<file path="config.mk">
export PLATFORM = sky130hd
export DESIGN_NAME = fc_wb_loader
export DESIGN_NICKNAME = d
export VERILOG_FILES = /design/src/rtl/fc_wb_loader.sv
export SDC_FILE = /design/constraint.sdc
export NUM_CORES = 1
export LEC_CHECK = 0
export ABC_AREA = 0
export CORE_ASPECT_RATIO = 0.7
export CORE_MARGIN = 3
export CORE_UTILIZATION = 39
export DETAILED_ROUTE_END_ITERATION = 6
export HOLD_SLACK_MARGIN = 0.02
export MAX_ROUTING_LAYER = met4
export PLACE_DENSITY = 0.65
export SLEW_MARGIN = 20
export SYNTH_ARGS = -nofsm -noshare
export SYNTH_HDL_FRONTEND = slang
export SYNTH_SLANG_ARGS = --single-unit
</file>
<file path="constraint.sdc">
create_clock -name clk -period 2.1 [get_ports clk]
set_clock_uncertainty 0.2 [all_clocks]
set_input_delay 0.21 -clock clk [delete_from_list [all_inputs] [get_ports clk]]
set_output_delay 0.21 -clock clk [all_outputs]
set_load 0.1 [all_outputs]
</file>
<file path="src/rtl/fc_wb_loader.sv">
// Byte-stream loader for the FC weight/bias SRAM: packs 26 bytes per 208-bit word
// and writes 20 consecutive words starting at BASE_ADDR, then reports completion.
module fc_wb_loader #(
    parameter int DATA_SIZE  = 8,
    parameter int WORD_BYTES = 26,
    parameter int WORD_WIDTH = 208,
    parameter int ADDR_WIDTH = 11,
    parameter int BASE_ADDR  = 1020,
    parameter int NUM_WORDS  = 20
) (
    input  logic                  clk,
    input  logic                  rst,
    input  logic                  load_start,
    input  logic                  load_abort,
    input  logic [DATA_SIZE-1:0]  in_data,
    input  logic                  in_vld,
    output logic                  in_rdy,
    output logic                  wb_sram_enb,
    output logic                  wb_sram_web,
    output logic [ADDR_WIDTH-1:0] wb_sram_addrb,
    output logic [WORD_WIDTH-1:0] wb_sram_dinb,
    output logic                  load_busy,
    output logic                  load_done
);

    localparam logic [1:0] S_IDLE  = 2'd0;
    localparam logic [1:0] S_FILL  = 2'd1;
    localparam logic [1:0] S_WRITE = 2'd2;
    localparam logic [1:0] S_DONE  = 2'd3;

    localparam logic [4:0]            LAST_BYTE = 5'(WORD_BYTES - 1);
    localparam logic [4:0]            LAST_WORD = 5'(NUM_WORDS - 1);
    localparam logic [ADDR_WIDTH-1:0] BASE      = ADDR_WIDTH'(BASE_ADDR);

    logic [1:0]            state_q, state_d;
    logic [4:0]            byte_cnt_q, byte_cnt_d;
    logic [4:0]            word_idx_q, word_idx_d;
    logic [WORD_WIDTH-1:0] shift_q, shift_d;
    logic [WORD_WIDTH-1:0] dout_q, dout_d;
    logic [ADDR_WIDTH-1:0] addr_q, addr_d;
    logic                  accept;
    logic [WORD_WIDTH-1:0] shift_next;

    // Abort suppresses acceptance so a cancelled byte never enters the shift register.
    assign in_rdy     = (state_q == S_FILL);
    assign accept     = in_rdy & in_vld & ~load_abort;
    assign shift_next = {shift_q[WORD_WIDTH-DATA_SIZE-1:0], in_data};

    always_comb begin
        state_d    = state_q;
        byte_cnt_d = byte_cnt_q;
        word_idx_d = word_idx_q;
        shift_d    = shift_q;
        dout_d     = dout_q;
        addr_d     = addr_q;
        case (state_q)
            S_IDLE, S_DONE: begin
                if (load_start && !load_abort) begin
                    state_d    = S_FILL;
                    byte_cnt_d = 5'd0;
                    word_idx_d = 5'd0;
                end
            end
            S_FILL: begin
                if (load_abort) begin
                    state_d    = S_IDLE;
                    byte_cnt_d = 5'd0;
                    word_idx_d = 5'd0;
                end else if (accept) begin
                    shift_d    = shift_next;
                    byte_cnt_d = byte_cnt_q + 5'd1;
                    // Output registers are loaded here so they hold through the next FILL.
                    if (byte_cnt_q == LAST_BYTE) begin
                        state_d = S_WRITE;
                        dout_d  = shift_next;
                        addr_d  = BASE + {{(ADDR_WIDTH-5){1'b0}}, word_idx_q};
                    end
                end
            end
            S_WRITE: begin
                byte_cnt_d = 5'd0;
                word_idx_d = word_idx_q + 5'd1;
                if (load_abort) begin
                    state_d    = S_IDLE;
                    word_idx_d = 5'd0;
                end else if (word_idx_q == LAST_WORD) begin
                    state_d = S_DONE;
                end else begin
                    state_d = S_FILL;
                end
            end
            default: state_d = S_IDLE;
        endcase
    end

    always_ff @(posedge clk) begin
        if (rst) begin
            state_q    <= S_IDLE;
            byte_cnt_q <= 5'd0;
            word_idx_q <= 5'd0;
            shift_q    <= '0;
            dout_q     <= '0;
            addr_q     <= '0;
        end else begin
            state_q    <= state_d;
            byte_cnt_q <= byte_cnt_d;
            word_idx_q <= word_idx_d;
            shift_q    <= shift_d;
            dout_q     <= dout_d;
            addr_q     <= addr_d;
        end
    end

    assign wb_sram_enb   = (state_q == S_WRITE);
    assign wb_sram_web   = (state_q == S_WRITE);
    assign wb_sram_addrb = addr_q;
    assign wb_sram_dinb  = dout_q;
    assign load_busy     = (state_q == S_FILL) || (state_q == S_WRITE);
    assign load_done     = (state_q == S_DONE);

endmodule

</file>
==> results of run 1 <==
## flip-flops by register name, summed over array words and instances, names as in the netlist
name           flops
byte_cnt_q         5
wb_sram_addrb      8
word_idx_q         5
state_q            2
wb_sram_dinb     208
shift_q          200
## cells by family after synthesis
kind of cell | synth area share
buf+inv | 0.0518
compound gates | 0.148
fa+ha+maj | 0.00831
mux | 0.00133
xor+xnor | 0.00349
flops | 0.569
simple gates | 0.217
## synth_stat cells (all sizes together) (2+ instances only)
library cell	count
nand2	826
dfxtp	428
a21oi	417
buf	74
clkbuf	71
nor2	12
a211oi	10
ha	10
inv	8
xnor2	6
nand3	4
a21o	2
mux2i	2
nand2b	2
nand4b	2
or2	2
## final timing paths
path	to	slack, ps	start	cells after the start
max	wb_sram_dinb[16]	100	byte_cnt_q[0]	6
min	wb_sram_dinb[1]	70	in_data[1]	3
max reg2reg	wb_sram_dinb[16]	100	byte_cnt_q[0]	6
min reg2reg	wb_sram_dinb[156]	250	wb_sram_dinb[156]	2
## routing by layer
| metal | up-vias | wire, um |
|---|---|---|
| li1 | 6444 | - |
| met1 | 6025 | 19400 |
| met2 | 329 | 17900 |
| met3 | 47 | 2250 |
| met4 | 0 | 607 |
| met5 | - | 0 |
## power by group
group | switching [mW] | internal (mW)
registers | 0.0195 | 8.13
logic | 0.468 | 0.210
clock network | 3.05 | 4.25
total | 3.54 | 12.6
## final cells by class
type,instances,share of cell area
Tap cell,488,0.0324
Sequential cell,428,0.455
Clock inverter,7,0.00485
Multi-Input combinational cell,1308,0.304
Clock buffer,64,0.0650
Timing Repair Buffer,284,0.137
Inverter,8,0.00159
## what timing repair did
item / in CTS / in global routing
endpoints found under the setup margin: 1 / 81
buffers inserted: 0 / 2
resized for setup: 2 / 7
pin swaps: 0 / 1
hold buffers: 1 / 0
gates cloned: 0 / 1
endpoints found under the hold margin: 57 / 0
## tightest hold or removal path, stage by stage
cell             delay, ps
clkdlybuf4s50_1        420
nand2_1                 70
a21oi_1                 50
## metrics by stage
step           area, um^2  setup TNS (ps)
6_report            18900               0
2_1_floorplan       15100               0
3_5_place_dp        17400           -37.3
3_3_place_gp        17400               0
5_1_grt             18900          -0.837
4_1_cts             18800               0
## cells in the final DEF, fill, tap and decap left out, types with 2 or more instances in the layout
master / count
clkbuf_1: 14
clkdlybuf4s50_1: 11
clkbuf_8: 7
ha_4: 2
buf_12: 25
a21o_1: 2
buf_4: 240
ha_1: 8
a21oi_1: 416
clkbuf_16: 44
dfxtp_2: 3
nand2b_1: 2
clkinv_2: 3
nand4b_1: 2
nand2_1: 826
nor2_1: 11
a211oi_1: 10
mux2i_1: 2
buf_16: 4
bufinv_16: 2
nand3_1: 4
xnor2_1: 6
dfxtp_1: 425
inv_1: 8
==> results.md, run 1 <==
* Die Y at between 150 and 200 um
* CP max-delay cell: or2_4
* Reg area at 0.00857 mm^2
* Clock root buffer: clkbuf_16
* Fraction of layout cells with a size suffix above 1 at 0.163
* Overall track demand over capacity in global routing at 0.194
* Slew headroom at 0.627
* PD cells at ~860 mW/mm^2
* Pre-CTS setup slack at -34.3 ps
* Synthesized area at about 0.015 mm^2
* Routed vias/inst at just under 5
* Slew @ Worst Pin at between 500 and 600 ps
* WHS at just under 70 ps
* DP HPWL at roughly 26 mm
* Buffers on Ports at approximately 240
* # rows at 59
* Leak at ~6.7 nW
* Inst Count DP at about 2500
* Largest net degree at the start of global routing at 72
* M3 GR Usage at 0.0298
* Vias in the first global route at between 10000 and 15000
* GRT busiest layer: met2
* First-pass detailed-route iteration total at 5
* Max cap viols at 0
* Ys flop type: dfxtp_1
* Post-route setup slack at 98.5 ps
* Syn Nets at ~1900
* TritonCTS buffer count at 41
* Largest cells by area after synthesis: dfxtp_1 (57%), nand2_1 (21%), a21oi_1 (14%)
* Fill cells at roughly 3600
* Final cell count without fillers at between 2000 and 3000
* Inserted Diodes at 0
* FF+latch count, synth at between 400 and 500
* Die width at between 200 and 250 um
* GRT met2 Usage at 0.293
* Type of the worst min-delay path: input pin to flop
* Type of the worst setup path: flop to flop
* Maximum fanout along the worst path at 56
* CTS tree: yes
* Drt drc at 0
* Netlist cell types at 32
* Crit-path cells: ha_1 -> nand4b_1 -> or2_4 -> buf_16 -> nand2_1 -> a21oi_1
* Initial antenna violation count at 0
* H-tree level count at 2
* Mapped Cells at roughly 1900
* Crit-path leading delay family: simple AND/OR/NAND/NOR gates
* Required time worst endpoint at about 2300 ps
* Worst-Skew Late Latency at ~530 ps
* Area Overhead vs Synth at 25.3%
* Period utilization at 0.953
* Iteration-0 DRC Markers at between 900 and 1000
* Status: complete, no violations
* Total power at between 15 and 20 mW
* CTS sink count at 428
* Crit path buffers/inverters at 1
* Top cell type's share of synthesized area at 0.569
* DR vias at around 13000
* Final wirelength at ~40 mm
* Total grt overflow at 0
* WP data arrival at 2190 ps
* CP Launch Type: flop
* Die area at between 0.04 and 0.05 mm^2
* RePlAce Congestion at ~0.81
* Io pins at 237
* Mean post-synth cell area at around 8 um^2
* Sequential share of the synthesized area at 0.569
* Clk slew on worst S/H paths at 60 ps
* Detail Route Antenna Nets at 0
* NumNets Final at between 2000 and 2500
* Area of the multi-input gates at 0.00574 mm^2
* Peak VDD IR at 0.000439 V
* First-pass GRT wire length at 63.5 mm
* Starting Density at 0.400
* Count of final setup violators at 0
* CP peak stage delay at 410 ps
* EDFF count, synth at 0
* Detailed-route wire length per cell at between 15 and 20 um
* YS warnings at 0
* Min Tclk post-route at roughly 2000 ps
* Final hold violations at 0
* Slew Limit Fails at 0
* FMAX at approximately 500 MHz
* Critical Path End Type: flop
* Asr flop ratio synth at 0
* Post-layout util at 0.502
* Met1 Usage GRT at 0.275
* Synth area leader: dfxtp_1
* CTS Buffer Depth at 3
* Core Region at around 0.038 mm^2
No activity file was read; power rests on OpenSTA's default activity.
==> inputs of run 2 (changes only) <==
--- a/config.mk
+++ b/config.mk
@@ -13,6 +13,7 @@
 export HOLD_SLACK_MARGIN = 0.02
 export MAX_ROUTING_LAYER = met4
 export PLACE_DENSITY = 0.65
+export REMOVE_ABC_BUFFERS = 1
 export SLEW_MARGIN = 20
 export SYNTH_ARGS = -nofsm -noshare
 export SYNTH_HDL_FRONTEND = slang
==> results.md, run 2 (synthesis results as in run 1) <==
* Final hold violations at 0 (unchanged)
* RePlAce Congestion at 0.800 (-1.3%)
* PD cells at 881 mW/mm^2 (+3.0%)
* CP max-delay cell: dfxtp_2
* Fraction of layout cells with a size suffix above 1 at 0.171 (+0.00784)
* Routed vias/inst at 4.89 (-1.4%)
* CTS sink count at 428 (unchanged)
* Die area at 0.0410 mm^2 (unchanged)
* Initial antenna violation count at 0 (unchanged)
* Worst-Skew Late Latency at 540 ps (about the same)
* Required time worst endpoint at 1690 ps (-600 ps)
* Slew @ Worst Pin at 475 ps (-84.1 ps)
* Iteration-0 DRC Markers at 866 (-5.5%)
* Pre-CTS setup slack at 30.1 ps (+64.4 ps)
* Commonest non-fill, non-tap cell in the layout: nand2_1
* Slew Limit Fails at 0 (unchanged)
* Buffers on Ports at 236 (unchanged)
* Total grt overflow at 0 (unchanged)
* Drt drc at 0 (unchanged)
* DP HPWL at 23.1 mm (-12%)
* CP Launch Type: flop
* Type of the worst min-delay path: input pin to flop
* R2r worst-path depth at 7 (+1)
* TritonCTS buffer count at 41 (unchanged)
* Starting Density at 0.400 (unchanged)
* Final cell count without fillers at 2596 (+0.35%)
* Placement Cell Area at 0.0175 mm^2 (+0.42%)
* RSZ-0062 raised after global routing: true
* Min Tclk post-route at 2010 ps (+11.5 ps)
* Inserted Diodes at 0 (unchanged)
* Inst Count DP at 2517 (+0.20%)
* Largest net degree at the start of global routing at 107 (+49%)
* Total power at 16.9 mW (+4.5%)
* Vias in the first global route at 11687 (-2.5%)
* CTS tree: yes
* Type of the worst setup path: flop to primary output
* Clock root buffer: clkbuf_16
* # rows at 59 (unchanged)
* Detailed-route wire length per cell at 14.3 um (-7.7%)
* WHS Path Cells at 3 (unchanged)
* Count of final setup violators at 0 (unchanged)
* Die width at 241 um (unchanged)
* Setup TNS at 0 ps (unchanged)
* Most frequent cells in the layout: nand2_1 (826), dfxtp_1 (427), a21oi_1 (416)
* Peak VDD IR at 0.000477 V (+8.7%)
* DR vias at 12706 (-1.1%)
* Clk slew on worst S/H paths at 60 ps (about the same)
* CTS Buffer Depth at 3 (unchanged)
* Status: complete, no violations
* Final wirelength at 37.2 mm (-7.4%)
* Critical Path End Type: primary output
* H-tree level count at 2 (unchanged)
* Core Region at 0.0376 mm^2 (unchanged)
* Dominant cell type by count on the critical path: inv_1
* Max FFs per register at 208 (unchanged)
* Crit-path cells: inv_1 -> ha_4 -> inv_1 -> buf_12
* Maximum fanout along the worst path at 12 (-79%)
* FMAX at 497 MHz (-0.57%)
* WHS at 55.7 ps (-11.9 ps)
* WP data arrival at 1600 ps (-590 ps)
* Period utilization at 0.959 (+0.00546)
* CP peak stage delay at 380 ps (-30 ps)
* Post-layout util at 0.509 (+0.00736)
* Detail Route Antenna Nets at 0 (unchanged)
* Slew headroom at 0.683 (+0.0560)
* Area Overhead vs Synth at 27.1%
* Die Y at 170 um (unchanged)
* Io pins at 237 (unchanged)
* First-pass GRT wire length at 58.5 mm (-7.9%)
* First-pass detailed-route iteration total at 5 (unchanged)
* Overall track demand over capacity in global routing at 0.176 (-0.0177)
* Max cap viols at 0 (unchanged)
* Post-route setup slack at 87.1 ps (-11.5 ps)
* Cell area after layout at 0.0191 mm^2 (+1.5%)
* NumNets Final at 2099 (+0.24%)
* Leak at 6.83 nW (+2.0%)
## run 2: cell count changes in the layout (fill, tap and decap cells not counted), sizes merged
| cell | before | now |
|---|---|---|
| inv | 9 | 10 |
| buf | 271 | 275 |
| bufinv | 2 | 5 |
| clkbuf | 65 | 63 |
| clkinvlp | 1 | 2 |
| clkinv | 3 | 5 |
## run 2: final timing paths
path                 from           endpoint  slack (ps)
min            in_data[6]         shift_q[6]          60
max            state_q[0]          load_busy          90
max reg2reg    state_q[1]        shift_q[58]         150
min reg2reg  shift_q[193]  wb_sram_dinb[201]         250
## run 2: power breakdown
part	total, mW	internal, mW	leakage [nW]	switching (mW)
Sequential	8.15	8.13	3.45	0.0181
Clock	8.02	4.89	0.741	3.13
Combinational	0.687	0.224	2.64	0.463
Total	16.9	13.2	6.83	3.61
## run 2: cell type report
class,count,area (um^2)
fillers,3542,18400
flip-flops and latches,428,8570
multi-input cells,1308,5740
repair buffers,289,2680
clock buffers,61,1290
well taps,488,611
clock inverters,14,208
inverters,8,30.0
## run 2: worst max-delay path, delay by kind of cell, from the launching register on
| family | cells | cell delay [ps] |
|---|---|---|
| DFF | 1 | 380 |
| adders and majority gates | 1 | 350 |
| buffers and inverters | 3 | 340 |
## run 2: repair_timing
item	4_1_cts	5_1_grt
gates resized for setup	3	5
hold endpoints to repair	88	0
buffers inserted	0	1
gates cloned	0	2
setup endpoints to repair	1	379
hold buffers	1	0
## run 2: layer usage
layer | part of all wire | vias to the layer above | wire length, um | global-route usage
met3 | 0.053 | 44 | 1980 | 0.0342
met4 | 0.016 | 0 | 594 | 0.0392
met5 | 0 | - | 0 | -
met2 | 0.46 | 250 | 16900 | 0.278
li1 | - | 6460 | - | -
met1 | 0.48 | 5952 | 17700 | 0.236
